**src/rtl/simt_scheduler_pkg.sv**
```systemverilog
// gpu_pkg: shared types and encodings for the SIMT core scheduler.
// Holds the core FSM state enum plus fetcher and LSU status codes.
package gpu_pkg;

    typedef enum logic [2:0] {
        S_IDLE    = 3'b000,
        S_FETCH   = 3'b001,
        S_DECODE  = 3'b010,
        S_REQUEST = 3'b011,
        S_WAIT    = 3'b100,
        S_EXECUTE = 3'b101,
        S_UPDATE  = 3'b110,
        S_DONE    = 3'b111
    } core_state_t;

    localparam logic [2:0] FETCHER_FETCHED = 3'b010;
    localparam logic [1:0] LSU_REQUESTING  = 2'b01;
    localparam logic [1:0] LSU_WAITING     = 2'b10;

endpackage

```
**src/rtl/simt_scheduler_if.sv**
```systemverilog
// simt_scheduler_if: bundle between the scheduler and its core neighbours.
// slave = scheduler side; master = fetcher/decoder/LSU/ALU side.
// Inputs : start, thread_count, decoded_*, fetcher_state, lsu_state, next_pc
// Outputs: current_pc, active_mask, core_state, done
//          (+ perf_cycles/perf_instrs/perf_diverge with SIMT_SCHED_PERF_EN)
interface simt_scheduler_if #(
    parameter int THREADS_PER_BLOCK = 4,
    parameter int PC_BITS           = 8
);
    localparam int T       = THREADS_PER_BLOCK;
    localparam int TC_BITS = $clog2(THREADS_PER_BLOCK) + 1;

    logic                          start;
    logic [TC_BITS-1:0]            thread_count;
    logic                          decoded_mem_read_enable;
    logic                          decoded_mem_write_enable;
    logic                          decoded_ret;
    logic [2:0]                    fetcher_state;
    logic [T-1:0][1:0]             lsu_state;
    logic [T-1:0][PC_BITS-1:0]     next_pc;
    logic [PC_BITS-1:0]            current_pc;
    logic [T-1:0]                  active_mask;
    logic [2:0]                    core_state;
    logic                          done;
`ifdef SIMT_SCHED_PERF_EN
    logic [31:0]                   perf_cycles;
    logic [31:0]                   perf_instrs;
    logic [15:0]                   perf_diverge;
`endif

    modport slave (
        input  start, thread_count,
        input  decoded_mem_read_enable, decoded_mem_write_enable,
        input  decoded_ret, fetcher_state, lsu_state, next_pc,
`ifdef SIMT_SCHED_PERF_EN
        output perf_cycles, perf_instrs, perf_diverge,
`endif
        output current_pc, active_mask, core_state, done
    );

    modport master (
        output start, thread_count,
        output decoded_mem_read_enable, decoded_mem_write_enable,
        output decoded_ret, fetcher_state, lsu_state, next_pc,
`ifdef SIMT_SCHED_PERF_EN
        input  perf_cycles, perf_instrs, perf_diverge,
`endif
        input  current_pc, active_mask, core_state, done
    );

endinterface

```
**src/rtl/simt_scheduler_min.sv**
```systemverilog
// pc_min_select: finds the smallest PC among valid lanes and flags every lane at it.
// Ports: pc_i[T], valid_i[T] -> min_pc_o, match_mask_o[T], any_valid_o.
module pc_min_select #(
    parameter int THREADS_PER_BLOCK = 4,
    parameter int PC_BITS           = 8
) (
    input  logic [THREADS_PER_BLOCK-1:0][PC_BITS-1:0] pc_i,
    input  logic [THREADS_PER_BLOCK-1:0]              valid_i,
    output logic [PC_BITS-1:0]                        min_pc_o,
    output logic [THREADS_PER_BLOCK-1:0]              match_mask_o,
    output logic                                      any_valid_o
);
    logic [PC_BITS-1:0] m;
    logic               a;

    always_comb begin
        m = '0;
        a = 1'b0;
        for (int i = 0; i < THREADS_PER_BLOCK; i++) begin
            if (valid_i[i] && (!a || pc_i[i] < m)) begin
                m = pc_i[i];
                a = 1'b1;
            end
        end
    end

    // Ties select every matching lane, which is what reconverges lanes.
    always_comb begin
        match_mask_o = '0;
        for (int i = 0; i < THREADS_PER_BLOCK; i++) begin
            match_mask_o[i] = valid_i[i] && (pc_i[i] == m);
        end
    end

    assign min_pc_o    = m;
    assign any_valid_o = a;

endmodule

```
**src/rtl/simt_scheduler.sv**
```systemverilog
// simt_scheduler: per-core FETCH..UPDATE control FSM with per-lane PCs and
// min-PC divergence/reconvergence. Optional perf counters: SIMT_SCHED_PERF_EN.
// Ports: clk, reset (async, active-high), bus (simt_scheduler_if.slave).
module simt_scheduler
    import gpu_pkg::*;
#(
    parameter int THREADS_PER_BLOCK = 4,
    parameter int PC_BITS           = 8
) (
    input  logic              clk,
    input  logic              reset,
    simt_scheduler_if.slave   bus
);
    localparam int T       = THREADS_PER_BLOCK;
    localparam int TC_BITS = $clog2(THREADS_PER_BLOCK) + 1;
    localparam logic [TC_BITS-1:0] T_TC = TC_BITS'(T);

    core_state_t               state_q, state_d;
    logic [PC_BITS-1:0]        cur_pc_q, cur_pc_d;
    logic [T-1:0]              mask_q, mask_d;
    logic [T-1:0]              dmask_q, dmask_d;
    logic                      done_q, done_d;
    logic [T-1:0][PC_BITS-1:0] tpc_q, tpc_d;

    logic [TC_BITS-1:0]        tc_eff;
    logic [T-1:0]              en;
    logic [T-1:0][PC_BITS-1:0] pc_new;
    logic [T-1:0]              done_new;
    logic [T-1:0]              live;
    logic [T-1:0]              busy;
    logic [PC_BITS-1:0]        min_pc;
    logic [T-1:0]              match;
    logic                      any_live;

    always_comb begin
        tc_eff = (bus.thread_count > T_TC) ? T_TC : bus.thread_count;
        for (int i = 0; i < T; i++) begin
            en[i]       = TC_BITS'(i) < tc_eff;
            pc_new[i]   = mask_q[i] ? bus.next_pc[i] : tpc_q[i];
            done_new[i] = dmask_q[i] | (mask_q[i] & bus.decoded_ret);
            // Only lanes executing this instruction may stall WAIT.
            busy[i]     = mask_q[i] &
                          ((bus.lsu_state[i] == LSU_REQUESTING) ||
                           (bus.lsu_state[i] == LSU_WAITING));
        end
    end

    assign live = ~done_new;

    pc_min_select #(
        .THREADS_PER_BLOCK (T),
        .PC_BITS           (PC_BITS)
    ) u_min (
        .pc_i         (pc_new),
        .valid_i      (live),
        .min_pc_o     (min_pc),
        .match_mask_o (match),
        .any_valid_o  (any_live)
    );

    always_comb begin
        state_d  = state_q;
        cur_pc_d = cur_pc_q;
        mask_d   = mask_q;
        dmask_d  = dmask_q;
        done_d   = done_q;
        tpc_d    = tpc_q;
        unique case (state_q)
            S_IDLE: begin
                if (bus.start) begin
                    tpc_d    = '0;
                    cur_pc_d = '0;
                    mask_d   = en;
                    dmask_d  = ~en;
                    if (tc_eff != '0) begin
                        state_d = S_FETCH;
                    end else begin
                        done_d  = 1'b1;
                        state_d = S_DONE;
                    end
                end
            end
            S_FETCH: begin
                if (bus.fetcher_state == FETCHER_FETCHED) begin
                    state_d = S_DECODE;
                end
            end
            S_DECODE: state_d = S_REQUEST;
            S_REQUEST: begin
                if (bus.decoded_mem_read_enable ||
                    bus.decoded_mem_write_enable) begin
                    state_d = S_WAIT;
                end else begin
                    state_d = S_EXECUTE;
                end
            end
            S_WAIT: begin
                if (busy == '0) begin
                    state_d = S_EXECUTE;
                end
            end
            S_EXECUTE: state_d = S_UPDATE;
            S_UPDATE: begin
                tpc_d   = pc_new;
                dmask_d = done_new;
                if (!any_live) begin
                    done_d  = 1'b1;
                    mask_d  = '0;
                    state_d = S_DONE;
                end else begin
                    cur_pc_d = min_pc;
                    mask_d   = match;
                    state_d  = S_FETCH;
                end
            end
            S_DONE: begin
                if (!bus.start) begin
                    done_d  = 1'b0;
                    state_d = S_IDLE;
                end
            end
            default: state_d = S_IDLE;
        endcase
    end

    always_ff @(posedge clk or posedge reset) begin
        if (reset) begin
            state_q  <= S_IDLE;
            cur_pc_q <= '0;
            mask_q   <= '0;
            dmask_q  <= '1;
            done_q   <= 1'b0;
            tpc_q    <= '0;
        end else begin
            state_q  <= state_d;
            cur_pc_q <= cur_pc_d;
            mask_q   <= mask_d;
            dmask_q  <= dmask_d;
            done_q   <= done_d;
            tpc_q    <= tpc_d;
        end
    end

    assign bus.current_pc  = cur_pc_q;
    assign bus.active_mask = mask_q;
    assign bus.core_state  = state_q;
    assign bus.done        = done_q;

`ifdef SIMT_SCHED_PERF_EN
    logic [31:0] cyc_q;
    logic [31:0] ins_q;
    logic [15:0] div_q;
    logic        launch;
    logic        diverged;

    assign launch   = (state_q == S_IDLE) && bus.start;
    // The new mask is empty when all lanes finish, and so is ~done'.
    assign diverged = (any_live ? match : '0) != live;

    always_ff @(posedge clk or posedge reset) begin
        if (reset) begin
            cyc_q <= '0;
            ins_q <= '0;
            div_q <= '0;
        end else if (launch) begin
            cyc_q <= '0;
            ins_q <= '0;
            div_q <= '0;
        end else begin
            if (state_q != S_IDLE && state_q != S_DONE && cyc_q != '1) begin
                cyc_q <= cyc_q + 32'd1;
            end
            if (state_q == S_UPDATE) begin
                if (ins_q != '1) begin
                    ins_q <= ins_q + 32'd1;
                end
                if (diverged && div_q != '1) begin
                    div_q <= div_q + 16'd1;
                end
            end
        end
    end

    assign bus.perf_cycles  = cyc_q;
    assign bus.perf_instrs  = ins_q;
    assign bus.perf_diverge = div_q;
`endif

endmodule

```
**src/flat_wrapper.sv**
```systemverilog
// flat-port wrapper written by rule: the top's interface ports become plain ports
module simt_scheduler_flat import gpu_pkg::*;
#(
    parameter int THREADS_PER_BLOCK = 4,
    parameter int PC_BITS           = 8
)
  (clk, reset, bus_start, bus_thread_count, bus_decoded_mem_read_enable, bus_decoded_mem_write_enable, bus_decoded_ret, bus_fetcher_state, bus_lsu_state, bus_next_pc, bus_current_pc, bus_active_mask, bus_core_state, bus_done);
  simt_scheduler_if #(.THREADS_PER_BLOCK(THREADS_PER_BLOCK), .PC_BITS(PC_BITS)) bus_i ();
  input  logic clk;
  input  logic reset;
  input wire logic [$bits(bus_i.start)-1:0] bus_start;
  input wire logic [$bits(bus_i.thread_count)-1:0] bus_thread_count;
  input wire logic [$bits(bus_i.decoded_mem_read_enable)-1:0] bus_decoded_mem_read_enable;
  input wire logic [$bits(bus_i.decoded_mem_write_enable)-1:0] bus_decoded_mem_write_enable;
  input wire logic [$bits(bus_i.decoded_ret)-1:0] bus_decoded_ret;
  input wire logic [$bits(bus_i.fetcher_state)-1:0] bus_fetcher_state;
  input wire logic [$bits(bus_i.lsu_state)-1:0] bus_lsu_state;
  input wire logic [$bits(bus_i.next_pc)-1:0] bus_next_pc;
  output wire logic [$bits(bus_i.current_pc)-1:0] bus_current_pc;
  output wire logic [$bits(bus_i.active_mask)-1:0] bus_active_mask;
  output wire logic [$bits(bus_i.core_state)-1:0] bus_core_state;
  output wire logic [$bits(bus_i.done)-1:0] bus_done;
  assign bus_i.start = bus_start;
  assign bus_i.thread_count = bus_thread_count;
  assign bus_i.decoded_mem_read_enable = bus_decoded_mem_read_enable;
  assign bus_i.decoded_mem_write_enable = bus_decoded_mem_write_enable;
  assign bus_i.decoded_ret = bus_decoded_ret;
  assign bus_i.fetcher_state = bus_fetcher_state;
  assign bus_i.lsu_state = bus_lsu_state;
  assign bus_i.next_pc = bus_next_pc;
  assign bus_current_pc = bus_i.current_pc;
  assign bus_active_mask = bus_i.active_mask;
  assign bus_core_state = bus_i.core_state;
  assign bus_done = bus_i.done;
  simt_scheduler #(.THREADS_PER_BLOCK(THREADS_PER_BLOCK), .PC_BITS(PC_BITS)) u_core (.clk(clk), .reset(reset), .bus(bus_i));
endmodule
```
**config.mk**
```make
export PLATFORM = sky130hd
export DESIGN_NAME = simt_scheduler_flat
export DESIGN_NICKNAME = d
export VERILOG_FILES = /design/src/rtl/simt_scheduler_pkg.sv /design/src/rtl/simt_scheduler_if.sv /design/src/rtl/simt_scheduler_min.sv /design/src/rtl/simt_scheduler.sv /design/src/flat_wrapper.sv
export SDC_FILE = /design/constraint.sdc
export NUM_CORES = 1
export LEC_CHECK = 0
export ABC_AREA = 1
export BUFFER_PORTS_ARGS = -buffer_cell sky130_fd_sc_hd__buf_2
export CAP_MARGIN = 20
export CELL_PAD_IN_SITES_DETAIL_PLACEMENT = 1
export CELL_PAD_IN_SITES_GLOBAL_PLACEMENT = 2
export CORE_MARGIN = 4
export CORE_UTILIZATION = 31
export DETAILED_ROUTE_END_ITERATION = 6
export PLACE_DENSITY = 0.89
export SYNTH_ARGS = -nofsm -noshare
export SYNTH_HDL_FRONTEND = slang
export SYNTH_SLANG_ARGS = --single-unit
```
**constraint.sdc**
```tcl
create_clock -name clk -period 5.92 [get_ports clk]
set_input_delay 1.776 -clock clk [delete_from_list [all_inputs] [get_ports clk]]
set_output_delay 1.776 -clock clk [all_outputs]
set_load 0.05 [all_outputs]
```
==> metrics.md, run 1 <==
| Metric | Value |
|---|---|
| RSZ-0062 raised after global routing | `yes` |
| Synth Instances | `616` |
| Worst-path clk slew | `0.08 ns` |
| Largest net degree at the start of global routing | `53` |
| Layout Skew | `roughly 0.0086 ns` |
| Run status | `finished with violations` |
| Relative slew slack | `30.3%` |
| Worst EP required | `a little over 6 ns` |
| Die area | `about 15000 um2` |
| TritonCTS clock tree | `yes` |
| Worst-case hold path end point | `u_core.dmask_q[3]` |
| Most common cell after layout, fill and taps aside | `nand2_1` |
| Clock sink total | `52` |
| Final worst slack | `-0.499 ns` |
| Flops & latches, synth | `52` |
| Share of cells above drive strength 1 | `40.9%` |
| Synth area leader | `dfrtp_1` |
| Placement Rows | `just over 40` |
| Dpl hpwl | `about 13000 um` |
| Top cells by area, synth | `dfrtp_1 30%, nand2_1 15%, inv_1 9.3%` |
| Worst slew pin tran | `1.03 ns` |
| Hold Path Class | `flop to flop` |
| Mapped cell area | `around 4100 um2` |
| CTS Buf Count | `5` |
| Final setup viols | `12` |
| Non-filler cells, final | `between 900 and 1000` |
| Syn nets | `between 600 and 700` |
| Via count | `slightly below 5000` |
| Critical path endpoint category | `flop` |
| Die height | `123 um` |
| Synth cell types | `33` |
| Syn_area_per_cell | `between 6 and 7 um2` |
| Most frequent cells in the layout | `126 x nand2_1, 97 x buf_4, 91 x inv_1, 66 x buf_2, 48 x dfrtp_1` |
| Placed insts | `slightly above 900` |
| Antenna violations before repair | `0` |
| Post-synthesis sequential area ratio | `32.1%` |
| Antenna cells | `0` |
| Slew Limit Fails | `0` |
| CP delay by family, top | `simple AND/OR/NAND/NOR gates` |
| WHS Path Cells | `2` |
| GRT Resource Usage Total | `between 20% and 30%` |
| CP Buf/Inv Count | `9` |
| Critical Path Fanout Max | `7` |
| Hold-fix buffers, CTS | `0` |
| Routed vias/inst | `slightly above 5` |
| Post-DRT Antenna Nets | `0` |
| CTS Buffer Depth | `2` |
| Failing checks | `negative setup slack` |
| Maximum achievable frequency | `roughly 160 MHz` |
| Slowest stage cell on the critical path | `ha_4` |
| Port bufs | `67` |
| P&R area growth vs syn | `56.8%` |
| Max-cap viol count | `0` |
| Hold Path Origin | `u_core.dmask_q[3]` |
| Hold Violations, Final | `0` |
| Most used cell along the critical path | `nand2_1` |
| Max incr delay on CP | `between 0.2 and 0.3 ns` |
| DRC | `0` |
| R2R depth | `slightly above 40` |
| DRT iter0 DRCs | `between 200 and 250` |
| Worst EP arrival | `6.66 ns` |
| Total grt overflow | `0` |
| Crit Reg-Reg Startpoint | `u_core.bus.active_mask[0]` |
| FF-to-FF End | `u_core.bus.active_mask[0]` |
| Fin nets | `~860` |
| Worst Setup Path Type | `input port to flop` |
| Reg2reg setup slack | `roughly 0.20 ns` |
| Clk root buf | `clkbuf_16` |
| DRT Pass-1 Iters | `4` |
| Drt total wl | `around 18000 um` |
| RD Place Congestion | `between 0.9 and 1` |
| Fillers | `between 1500 and 2000` |
| Global-route wire length before repair | `around 29000 um` |
| Initial Util | `between 30% and 40%` |
| Post-route minimum period | `between 6 and 7 ns` |
| H-tree levels | `2` |
| Vias in the first global route | `between 5000 and 6000` |
| Io pins | `68` |
| Yosys warning total | `0` |
| Tcrit/Tclk final | `108%` |
| CORE AREA | `approximately 13000 um2` |
| Worst-Skew Late Latency | `approximately 0.31 ns` |
| Synth top area share | `between 20% and 30%` |
| DR WL/cell | `between 15 and 20 um` |
| Critical Path Start Type | `input port` |
| Die width | `123 um` |
## per-layer routing
metal | up-vias | track usage, % | share of wire, %
li1 | 2348 | - | -
met4 | 0 | 9.59 | 3.0
met3 | 42 | 6.45 | 6.4
met1 | 2330 | 31.6 | 43
met2 | 137 | 41.3 | 48
met5 | - | 0 | 0
## layout make-up
class                           instances  area, um2  area share (%)
Inverter                              104        400            6.28
Timing Repair inverter                  1       6.26          0.0981
Timing Repair Buffer                  181       1320            20.6
Clock buffer                            5        125            1.96
Clock inverter                          3       22.5           0.353
Tap cell                              172        215            3.38
Multi-Input combinational cell        441       2980            46.8
Sequential cell                        52       1310            20.5
## sequential cells by signal, summed over array words and instances (netlist names)
name                    flops
u_core.bus.active_mask      4
u_core.bus.core_state       3
u_core.bus.current_pc       8
u_core.bus.done             1
u_core.dmask_q              4
u_core.tpc_q               32
## cell usage after synthesis
master,number
nand2_2,13
inv_2,2
dfrtp_1,48
nand2_4,5
inv_1,101
a211oi_1,2
buf_6,1
nand3_2,2
nor2_1,41
a211o_1,1
o31ai_1,1
or2_2,4
o21ai_0,62
clkinv_1,1
ha_1,21
xnor2_1,1
a21oi_2,1
nor3_1,4
xor2_1,4
a41oi_1,2
buf_8,1
o31a_1,1
buf_4,1
a21oi_1,21
o22ai_1,35
nand3_1,50
o211ai_1,2
dfstp_2,4
o21ai_1,5
o311ai_0,1
a31oi_1,2
nand2_1,159
clkbuf_1,17
## worst register-to-register path, delay by kind of cell (launching register included)
kind	cells	cell delay [ns]
AOI/OAI and AO/OA	7	1.32
adders and majority gates	3	0.69
buffers and inverters	8	0.97
DFF	1	0.53
and+or+nand+nor	23	2.14
## worst max-delay path by stage
stage               startpoint                   endpoint  depth (start not counted)  slack (ns)
2_1_floorplan  bus_next_pc[14]  u_core.bus.active_mask[2]                         37       -0.15
3_3_place_gp    bus_next_pc[6]  u_core.bus.active_mask[1]                         42       -0.86
3_5_place_dp   bus_decoded_ret  u_core.bus.active_mask[1]                         42       -1.03
4_1_cts        bus_decoded_ret  u_core.bus.active_mask[0]                         42       -0.29
5_1_grt        bus_decoded_ret  u_core.bus.active_mask[0]                         48       -0.80
6_report       bus_decoded_ret  u_core.bus.active_mask[0]                         42       -0.50
## metrics by stage
stage / utilization, % / cell area (um2) / worst slack (ns) / TNS, ns / hold WS [ns]
after floorplan: - / 4270 / -0.153 / -0.536 / 0.453
after global placement: 41.8 / 5320 / -0.859 / -7.21 / 0.471
after detailed placement: 41.8 / 5320 / -1.03 / -9.30 / 0.487
after CTS: 48.5 / 6170 / -0.288 / -1.40 / 0.500
after global routing: 50.1 / 6370 / -0.803 / -5.78 / 0.527
final: 50.1 / 6370 / -0.499 / -3.00 / 0.500
## repair_timing
item                       CTS  global route
gates resized for setup    102            33
buffers inserted            24             7
setup endpoints to repair   12            12
pin swaps                   35            39
gates cloned                 3             0
## cells by family (layout without fill, tap and decap cells)
group                      Yosys count  in the layout  share of synthesized area [%]
AOI/OAI and AO/OA                  136            136                           18.7
xor gates and xnor gates             5              5                           1.08
adders and majority gates           21             21                           6.46
buffers and inverters              124            294                           12.0
DFF                                 52             52                           32.1
and+or+nand+nor                    278            279                           29.6
Power of run 1 is not shown: default switching activity piles up to over one toggle a cycle in this logic, so the estimate is an artifact.
==> run 2: changes to the inputs <==
--- a/config.mk
+++ b/config.mk
@@ -10,10 +10,10 @@
 export CAP_MARGIN = 20
 export CELL_PAD_IN_SITES_DETAIL_PLACEMENT = 1
 export CELL_PAD_IN_SITES_GLOBAL_PLACEMENT = 2
-export CORE_MARGIN = 4
 export CORE_UTILIZATION = 31
 export DETAILED_ROUTE_END_ITERATION = 6
 export PLACE_DENSITY = 0.89
 export SYNTH_ARGS = -nofsm -noshare
 export SYNTH_HDL_FRONTEND = slang
+export SYNTH_HIERARCHICAL = 1
 export SYNTH_SLANG_ARGS = --single-unit
==> run 2 against run 1 <==
  * The flow still finishes with violations (negative setup slack)
  * Clock skew is 0.0024 ns lower
  * Via count is 6.1% higher
  * Register-to-register slack better by 0.02 ns
  * Synthesized cell count is 9.1% higher
  * Sequential cell count stayed put
  * First-iteration DRC count is 28% higher
  * Sequential share of layout area is 0.068 points lower
  * Count of clock-buffer cells in the layout stayed put
  * Cell area is 0.33% higher
  * Critical path depth stayed put
  * Routed wire length is 0.89% lower
  * Maximum frequency is 0.19% lower
==> metrics.md, run 2 <==
| Metric | Value |
|---|---|
| Fin nets | `903` |
| Multi-input gate area | `between 3000 and 4000 um2` |
| Synth Instances | `approximately 670` |
| Mapped cell area | `roughly 4300 um2` |
| CTS Buffer Depth | `2` |
| Worst EP required | `between 6 and 7 ns` |
| Placed Area | `roughly 5400 um2` |
| DRT iter0 DRCs | `just under 300` |
| DR WL/cell | `18.2 um` |
| Most used DFF post-synth | `dfrtp_1` |
| Worst EP arrival | `about 6.6 ns` |
| Worst slew pin tran | `1.08 ns` |
| Most frequent cells in the layout | `172 x nand2_1, 94 x buf_4, 86 x inv_1, 70 x nand3_1, 70 x o21ai_0` |
| Tcrit/Tclk final | `109%` |
| Critical Path Start Type | `input port` |
| Total grt overflow | `0` |
| Placement Rows | `42` |
| Async SR Flop Fraction | `100%` |
| Antenna cells | `0` |
| GRT Resource Usage Total | `26.0%` |
| DRT Pass-1 Iters | `5` |
| Syn nets | `between 700 and 800` |
| Slowest stage cell on the critical path | `ha_4` |
| H-tree levels | `2` |
| Worst-path clk slew | `approximately 0.070 ns` |
| Drt total wl | `around 18000 um` |
| Most used cell along the critical path | `nand2_1` |
| Max FFs per register | `32` |
| Port bufs | `67` |
| Post-DRT Antenna Nets | `0` |
| Syn_area_per_cell | `6.37 um2` |
| Synth cell types | `32` |
| Vias in the first global route | `around 5400` |
| Io pins | `68` |
| Hold Violations, Final | `0` |
| Maximum achievable frequency | `about 160 MHz` |
| Worst Setup Path Type | `input port to flop` |
| Slew Limit Fails | `0` |
| RSZ-0062 raised after global routing | `yes` |
| Worst-Skew Late Latency | `~0.3 ns` |
| Global-route wire length before repair | `28700 um` |
| Met3 Use GR | `under 10%` |
| Via count | `5154` |
| Commonest cells in the netlist | `211 x nand2_1, 89 x inv_1, 84 x o21ai_0` |
| Count leader, synth | `nand2_1` |
| Run status | `finished with violations` |
| Top cells by area, synth | `dfrtp_1 28%, nand2_1 18%, o21ai_0 9.8%` |
| Initial Util | `between 30% and 40%` |
| RD Place Congestion | `about 1.1` |
| Flops & latches, synth | `52` |
| Fin area | `between 6000 and 7000 um2` |
| Share of cells above drive strength 1 | `37.5%` |
| Die area | `approximately 14000 um2` |
| GRT met2 Usage | `between 40 and 50%` |
| CTS Buf Count | `5` |
| Layout Skew | `0.00619 ns` |
| Die width | `roughly 120 um` |
| Failing checks | `negative setup slack` |
| Synth top area share | `28.1%` |
| Top reg by flops | `u_core/tpc_q` |
| Critical Path Fanout Max | `8` |
| Clk root buf | `clkbuf_16` |
| Met1 usage | `33.5%` |
| DRC | `0` |
| Max-cap viol count | `0` |
| TritonCTS clock tree | `yes` |
| Hold Path Class | `flop to flop` |
| Reg2reg setup slack | `roughly 0.22 ns` |
| Dpl hpwl | `13500 um` |
| CORE AREA | `~13000 um2` |
| Fillers | `roughly 1700` |
| Final worst slack | `-0.511 ns` |
| Critical path endpoint category | `flop` |
| Antenna violations before repair | `0` |
| Hold slack | `between 0.4 and 0.5 ns` |
| EDFF count, synth | `0` |
| Clock sink total | `52` |
| Relative slew slack | `roughly 27%` |
| Largest net degree at the start of global routing | `47` |
| Synth area leader | `dfrtp_1` |
| Die height | `120 um` |
| Final setup viols | `12` |
| Yosys warning total | `6` |
| Max incr delay on CP | `0.26 ns` |
| P&R area growth vs syn | `49.4%` |
| Register area | `1310 um2` |
| Most common cell after layout, fill and taps aside | `nand2_1` |
| Post-route minimum period | `6.43 ns` |
| Post-synthesis sequential area ratio | `a little under a third` |
| Routed vias/inst | `between 5 and 6` |
| GRT busiest layer | `met2` |
## run 2: path summary, 6_finish.rpt
check                                           from                         to  cells after the start
min in group asynchronous                      reset           u_core/tpc_q[24]                      2
setup / recovery                     bus_decoded_ret  u_core/bus.active_mask[3]                     42
setup reg to reg           u_core/bus.active_mask[0]  u_core/bus.active_mask[3]                     40
hold / removal                     u_core/dmask_q[2]          u_core/dmask_q[2]                      2
hold reg to reg                    u_core/dmask_q[2]          u_core/dmask_q[2]                      2
max in group asynchronous                      reset          u_core/dmask_q[3]                      3
## run 2: final cells by class
| class | count | share of cell area, % |
|---|---|---|
| Clock buffer | 5 | 1.96 |
| Sequential cell | 52 | 20.4 |
| Tap cell | 176 | 3.44 |
| Timing Repair Buffer | 177 | 19.7 |
| Inverter | 91 | 5.38 |
| Multi-Input combinational cell | 503 | 48.4 |
| Clock inverter | 3 | 0.665 |
## run 2: metal layers
metal,vias to the layer above,share of wire [%]
met5,-,0
met4,0,3.5
met3,54,4.5
met2,158,49
met1,2480,43
li1,2462,-
## run 2: timing repair
item,in CTS,in global routing
setup endpoints to repair,12,12
hold buffers,0,0
cloned,2,0
buffers inserted,19,7
gates resized for setup,92,48
pin swaps,39,40
## run 2: cell families (layout without fill, tap and decap cells)
| kind of cell | after synthesis | after routing | share of synthesized area [%] |
|---|---|---|---|
| AO/OA/AOI/OAI | 112 | 112 | 13.7 |
| XOR/XNOR | 5 | 5 | 1.02 |
| adder cells (fa/ha/maj) | 21 | 21 | 6.14 |
| buffers and inverters | 118 | 276 | 12.0 |
| flip-flops | 52 | 52 | 30.5 |
| AND/OR/NAND/NOR | 364 | 365 | 36.7 |
## run 2: metrics by stage
step	utilization, %	setup WS (ns)	cells	setup TNS (ns)
2_1_floorplan	-	-0.245	672	-0.919
3_3_place_gp	40.5	-0.851	969	-6.38
3_5_place_dp	40.6	-1.18	970	-10.26
4_1_cts	46.0	-0.381	999	-1.58
5_1_grt	47.9	-0.732	1007	-5.51
6_report	47.9	-0.511	1007	-2.59
## run 2: critical path: cells and delay by family
kind,cells,cell delay (ns)
and+or+nand+nor,25,2.05
AOI/OAI and AO/OA,6,1.08
buffers and inverters,8,0.96
adders and majority gates,3,0.72
Power of run 2 is left out for the same reason.
